<file path="src/rtl/execute_stage.sv">
// -----------------------------------------------------------------------------
// execute_stage
//   Execute stage of the 16-bit pipelined CPU. The decode/execute register
//   captures the decoded operands and control bits. The 16-bit ALU then works
//   on the captured values, and operand B is split into an address/data path
//   and a store-data path. The selected result and the pass-through control
//   bits are captured in the execute/memory register.
//
// Ports
//   clk, rst          : rising-edge clock; synchronous active-high reset that
//                       clears both pipeline registers
//   *_in              : decode-stage control bits and operands
//   sel_mux           : result select for the instruction currently in execute
//                       (1 = srcB address/data path, 0 = ALU); not registered
//   alu_result_ex     : combinational ALU result of the execute instruction
//   flagN, flagZ      : negative / zero flags of alu_result_ex
//   *_mem             : memory-stage control bits, result and store data
// -----------------------------------------------------------------------------
module execute_stage (
  input  logic        clk,
  input  logic        rst,
  input  logic        wbs_in,
  input  logic        wme_in,
  input  logic [1:0]  mm_in,
  input  logic [2:0]  ALUop_in,
  input  logic        wm_in,
  input  logic        am_in,
  input  logic        ni_in,
  input  logic [15:0] srcA_in,
  input  logic [15:0] srcB_in,
  input  logic        sel_mux,
  output logic [15:0] alu_result_ex,
  output logic        flagN,
  output logic        flagZ,
  output logic        wbs_mem,
  output logic        wme_mem,
  output logic        wm_mem,
  output logic        ni_mem,
  output logic [1:0]  mm_mem,
  output logic [15:0] ALUresult_mem,
  output logic [15:0] memData_mem
);

  logic        wbs_ex;
  logic        wme_ex;
  logic [1:0]  mm_ex;
  logic [2:0]  ALUop_ex;
  logic        wm_ex;
  logic        am_ex;
  logic        ni_ex;
  logic [15:0] srcA_ex;
  logic [15:0] srcB_ex;

  logic [15:0] addr_data;
  logic [15:0] store_data;
  logic [15:0] ex_result;

  // All arithmetic wraps modulo 2^16. Shifts use only the low nibble of B.
  function automatic logic [15:0] alu_op(input logic [2:0]  op,
                                         input logic [15:0] a,
                                         input logic [15:0] b);
    logic [15:0] r;
    case (op)
      3'b000:  r = b;
      3'b001:  r = a + b;
      3'b010:  r = a - b;
      3'b011:  r = a & b;
      3'b100:  r = a | b;
      3'b101:  r = a ^ b;
      3'b110:  r = a << b[3:0];
      default: r = a >> b[3:0];
    endcase
    return r;
  endfunction

  // ---- decode/execute register ----
  always_ff @(posedge clk) begin
    if (rst) begin
      wbs_ex   <= 1'b0;
      wme_ex   <= 1'b0;
      mm_ex    <= 2'b00;
      ALUop_ex <= 3'b000;
      wm_ex    <= 1'b0;
      am_ex    <= 1'b0;
      ni_ex    <= 1'b0;
      srcA_ex  <= 16'h0000;
      srcB_ex  <= 16'h0000;
    end else begin
      wbs_ex   <= wbs_in;
      wme_ex   <= wme_in;
      mm_ex    <= mm_in;
      ALUop_ex <= ALUop_in;
      wm_ex    <= wm_in;
      am_ex    <= am_in;
      ni_ex    <= ni_in;
      srcA_ex  <= srcA_in;
      srcB_ex  <= srcB_in;
    end
  end

  // ---- execute: ALU, operand-B split, result select ----
  assign alu_result_ex = alu_op(ALUop_ex, srcA_ex, srcB_ex);
  assign flagN         = alu_result_ex[15];
  assign flagZ         = (alu_result_ex == 16'h0000);

  // The access mode routes srcB to exactly one of the two paths. The other
  // path is forced to zero.
  assign addr_data  = am_ex ? 16'h0000 : srcB_ex;
  assign store_data = am_ex ? srcB_ex  : 16'h0000;
  assign ex_result  = sel_mux ? addr_data : alu_result_ex;

  // ---- execute/memory register ----
  always_ff @(posedge clk) begin
    if (rst) begin
      wbs_mem       <= 1'b0;
      wme_mem       <= 1'b0;
      mm_mem        <= 2'b00;
      wm_mem        <= 1'b0;
      ni_mem        <= 1'b0;
      ALUresult_mem <= 16'h0000;
      memData_mem   <= 16'h0000;
    end else begin
      wbs_mem       <= wbs_ex;
      wme_mem       <= wme_ex;
      mm_mem        <= mm_ex;
      wm_mem        <= wm_ex;
      ni_mem        <= ni_ex;
      ALUresult_mem <= ex_result;
      memData_mem   <= store_data;
    end
  end

endmodule

</file>
<file path="config.mk">
export PLATFORM = sky130hd
export DESIGN_NAME = execute_stage
export DESIGN_NICKNAME = d
export VERILOG_FILES = /design/src/rtl/execute_stage.sv
export SDC_FILE = /design/constraint.sdc
export NUM_CORES = 1
export LEC_CHECK = 0
export BUFFER_PORTS_ARGS = -buffer_cell sky130_fd_sc_hd__buf_2
export CORE_MARGIN = 1
export CORE_UTILIZATION = 50
export CTS_CLUSTER_SIZE = 20
export DETAILED_ROUTE_END_ITERATION = 10
export PLACE_DENSITY = 0.76
export SYNTH_ARGS = -nofsm -noshare
export SYNTH_HDL_FRONTEND = slang
export SYNTH_SLANG_ARGS = --single-unit
</file>
<file path="constraint.sdc">
create_clock -name clk -period 9.2 [get_ports clk]
set_input_delay 1.38 -clock clk [delete_from_list [all_inputs] [get_ports clk]]
set_output_delay 1.38 -clock clk [all_outputs]
set_load 0.03 [all_outputs]
</file>
---- Yosys cells after proc, flatten, opt, wreduce, memory -nomap -nowiden ----
Index checks and enable logic that the tools add are counted.
storage, ports and cells
  output and inout port bits .............. 56
  flip-flop bits (word level) ............. 80
  input bits .............................. 45
operators by class
  shifts and indexed selects .............. 2
  reduce and logical (&&, ||, !) cells .... 3
  bitwise operators ....................... 4
  multiplexer cells ....................... 3
  add/sub/neg operators ................... 2
  equality and inequality tests ........... 6
operator list
  kind                                                                    number
  16-bit case mux with 7 select lines                                     1
  16-bit two-way mux                                                      2
  16-bit adder                                                            1
  16-bit AND                                                              1
  16-bit logical NOT                                                      1
  16-bit OR                                                               1
  16-bit by 4-bit left shift with 16-bit output                           1
  16-bit by 4-bit >> shifter with 16-bit output                           1
  16-bit subtractor                                                       1
  16-bit bitwise XOR                                                      1
  3-bit equality test (second input constant)                             3
  3-bit by 2-bit equality test with 1-bit output (second input constant)  2
  3-bit by 1-bit equality test with 1-bit output (second input constant)  1
  3-bit logical NOT                                                       1
  2-bit OR reduction                                                      1
  1-bit inverter                                                          1

---- Logic depth before layout (Yosys ltp) ----
  depth in word-level cells ............... 3
  gate-level depth with buffers ........... 19

---- Least setup slack after synthesis ----
OpenSTA, ideal clock, no wires.
  kind .................................... register to output
  start ................................... register ALUop_ex[1]
  end ..................................... output flagZ
  arrival ................................. 4.286 ns
  cell stages (with the launch flop) ...... 17
  data required time ...................... 7.820 ns
  path slack .............................. 3.534 ns
  path through ............................ dfxtp_1 > clkbuf_1 > buf_2 > buf_2 > inv_1 > nor3_1 > a31oi_1 > xnor2_1 > ha_1 > or3_1 > o22a_1 > o311a_1 > mux2i_1 > a2111o_1 > nor4_1 > nand3_1 > nor4_2
on the way
  word-level cells in the longest chain between the ends .. 3
ends and longest elaborated chain
  what                                         RTL line  text
  start, declared                              47        logic [2:0] ALUop_ex;
  start signal, assigned                       92        ALUop_ex <= ALUop_in;
  3-bit equality test (tied with other cells)  63        case (op)
  16-bit case mux with 7 select lines *        63
  net alu_result_ex[9]                         32        output logic [15:0] alu_result_ex,
  16-bit logical NOT *                         104       assign flagZ = (alu_result_ex == 16'h0000);
  end, declared                                34        output logic flagZ,
Mark *: on every way through the listed nets, which the timed path passes. The rest lies on a longest branch.

---- Worst setup path after layout ----
  start ................................... register ALUop_ex[1]
  end ..................................... output flagZ
on the way
  word-level cells in the longest chain between the ends .. 3
ends and longest elaborated chain
  what                                         RTL line
  3-bit equality test (tied with other cells)  63
  16-bit case mux with 7 select lines *        63
  16-bit logical NOT *                         104
Every way passes the cells marked *; elsewhere a longest branch is shown, timed or not.

==> impl_metrics.ini <==
[cts]
clk_latency_ns = 0.34
cts-resized-gates = 0
cts_setup_buffers = 0
cts_htree_levels = 3
path_clk_slew_ns = 0.06
tritoncts = built
cts.sinks = 80
postCtsHoldBufs = 0
cts_max_path_buffers = 2
cts-root-buf = clkbuf_16
cts_buffers = 9

[flow_run]
cap_violations = 0

[place]
port_buffers = 100
hpwl_um = 16900
routabilityCongestion = 0.990
placed_cell_area_mm2 = 0.00681

[synth]
netlist_instances = 735
synth-main-ff-cell = dfxtp_1
synth-seq-area-share_pct = 25.4
yosys-top-cells-count = dfxtp_1 (80), nor2b_1 (57), nor2_1 (50)
postSynth.asyncResetShare_pct = 0
synth_top_cell_area_share_pct = 25.4
post_synth_num_cell_types = 72
syn_area_mm2 = 0.00630
synth_edf_count = 0
synth_top_area_cell = dfxtp_1
ys_ff_latch = 80
yosysMostFrequentCell = dfxtp_1
synthesis.nets = 830
synth_area_leaders = dfxtp_1 (25%), ha_1 (9.7%), mux4_2 (7.5%), nor2b_1 (5.7%), mux2i_1 (3.5%)
avgSynthCellArea_um2 = 8.57
yosysWarnings = 0

[timing]
period_needed_ns = 6.76
slew_violations = 0
clock_skew_ns = 0.00793
timing.fmax_ghz = 0.148
rsz0062_at_grt = no
slew_headroom_pct = 20.6
fin_crit_sh_pct = 73.5
setup_viol = 0
hold_violations = 0
worstMarginPinSlew_ns = 1.16
whs_ns = 0.441
fin_tns_setup_ns = 0

[die]
coreArea_mm2 = 0.0122
dieArea_mm2 = 0.0131
top_level_ports = 101
die_w_um = 114
start_util_pct = 51.8
fp.dieH_um = 114
rows = 40

[worst_setup_path]
r2r_end = ALUresult_mem[14]$_SDFF_PP0_
cp_cell_sequence = buf_4 -> nor2b_1 -> nand2_1 -> a21o_1 -> fa_1 -> nor2b_1 -> o22ai_1 -> xnor2_1 -> a2111oi_0 -> o2111ai_1 -> nor4_2 -> nand3_1 -> nor4_2 -> buf_2
rrSetupSlack_ns = 4.83
cpMaxStageDelayCell = a2111oi_0
critPathMaxFanout = 26
cp_data_arrival_time_ns = 5.38
critPathLaunchType = flop
max_stage_delay_ns = 1.02
r2r_start = ALUop_ex[1]$_SDFF_PP0_
worstSetupPathType = flop to output pin
required_ns = 7.82
cp-end-kind = output pin
rr_worst_depth = 13

[layout]
drive_above_1_share_pct = 21.2
finalNetCount = 893
finish.instance_area_mm2 = 0.00709
antenna_cells = 0
postLayoutCoreUtil_pct = 58.3
area_growth_syn_to_layout_pct = 12.6

[grt]
grt_pass1_wl_um = 35100
grt_max_degree = 53
grt_usage_pct = 36.6
first_global_vias = 5851
antenna_found_initial = 0
grt_overflow_total = 0

[route]
vias_per_cell = 6.48
drc = 0
wire_per_inst_um = 24.1
postRouteAntennaNets = 0
firstDrtPassIters = 5
drt_iter0_drc = 767
routed_wl_um = 23300
vias = 6283

[worst_hold_path]
worstHoldPathCells = 1
holdPathEnd = wbs_mem$_SDFF_PP0_
hold_path.class = flop to flop
worstHoldStart = wbs_ex$_SDFF_PP0_

[power_and_ir_drop]
cellLeakagePower_nw = 3.08
power_density_mw_per_mm2 = 154
ir_drop_mv = 0.117
finalPower_mw = 1.09

[status]
status = finished clean
routing by layer:
layer / up-vias / part of all wire [%] / global-route usage [%]
met5: - / 0 / 0
met4: 0 / 4.3 / 17.9
met3: 62 / 11 / 8.84
met2: 436 / 44 / 55.8
met1: 2994 / 40 / 48.3
li1: 2791 / - / -
kinds of logic after synthesis:
group	count (synthesis)	share of synthesized area [%]
AND/OR/NAND/NOR	260	21.8
AO/OA/AOI/OAI	163	18.2
buffers and inverters	103	7.15
flip-flops	80	25.4
multiplexers	57	14.3
adder cells (fa/ha/maj)	50	10.0
XOR/XNOR	22	3.06
final cells by class:
type	count	area (um^2)
flip-flops and latches	80	1600
repair buffers	112	591
clock buffers	10	239
well taps	168	210
multi-input cells	552	4250
fillers	1102	5070
clock inverters	5	38.8
inverters	43	161
state kept, by name, summed over array words and instances (netlist names):
| name | flops |
|---|---|
| ALUresult_mem | 16 |
| memData_mem | 16 |
| srcA_ex | 16 |
| srcB_ex | 16 |
| ALUop_ex | 3 |
| mm_ex | 2 |
| mm_mem | 2 |
| am_ex | 1 |
| ni_ex | 1 |
| ni_mem | 1 |
| wbs_ex | 1 |
| wbs_mem | 1 |
| wm_ex | 1 |
| wm_mem | 1 |
| wme_ex | 1 |
| wme_mem | 1 |
cell usage in the layout, fill, tap and decap left out, drive strengths merged, types with 4 or more instances in the layout:
cell type and n:
a21oi 29, o211ai 16, nand2b 14, mux2i 22, clkinv 4, a211oi 9, or2 5, mux2 11
and3 4, ha 49, buf 112, a22oi 8, nand2 45, nand3 23, o31ai 5, dfxtp 80
inv 43, o21ai 26, a31oi 9, o21a 8, or3 5, clkbuf 10, a32oi 6, nor3 29
mux4 24, nor2b 57, nor4 7, nor2 50, o2111ai 6, nand4 4, xnor2 19, a21o 6
and4b 5, a32o 4
power by group:
group / internal (mW) / switching (mW)
registers: 0.364 / 0.0303
clock network: 0.190 / 0.143
logic: 0.134 / 0.231
how the worst max path moves through the flow:
stage	start	endpoint	slack, ns
floorplan	ALUop_ex[1]$_SDFF_PP0_	flagZ	3.53
global placement	ALUop_ex[1]$_SDFF_PP0_	flagZ	3.10
detailed placement	ALUop_ex[1]$_SDFF_PP0_	flagZ	3.01
CTS	ALUop_ex[1]$_SDFF_PP0_	flagZ	2.56
global route	ALUop_ex[1]$_SDFF_PP0_	flagZ	2.27
finish	ALUop_ex[1]$_SDFF_PP0_	flagZ	2.44
through the flow:
| step | setup WS [ns] | instances |
|---|---|---|
| after global placement | 3.10 | 955 |
| after floorplan | 3.53 | 735 |
| after detailed placement | 3.01 | 955 |
| after CTS | 2.56 | 970 |
| after global routing | 2.27 | 970 |
| final | 2.44 | 970 |
critical path, delay by kind of cell, from the launching register on:
kind,cells,cell delay [ns]
AND/OR/NAND/NOR,6,1.85
AO/OA/AOI/OAI,4,1.79
buffers and inverters,2,0.52
adder cells (fa/ha/maj),1,0.43
flip-flops,1,0.30
XOR/XNOR,1,0.14
No activity file was read; power rests on OpenSTA's default activity.
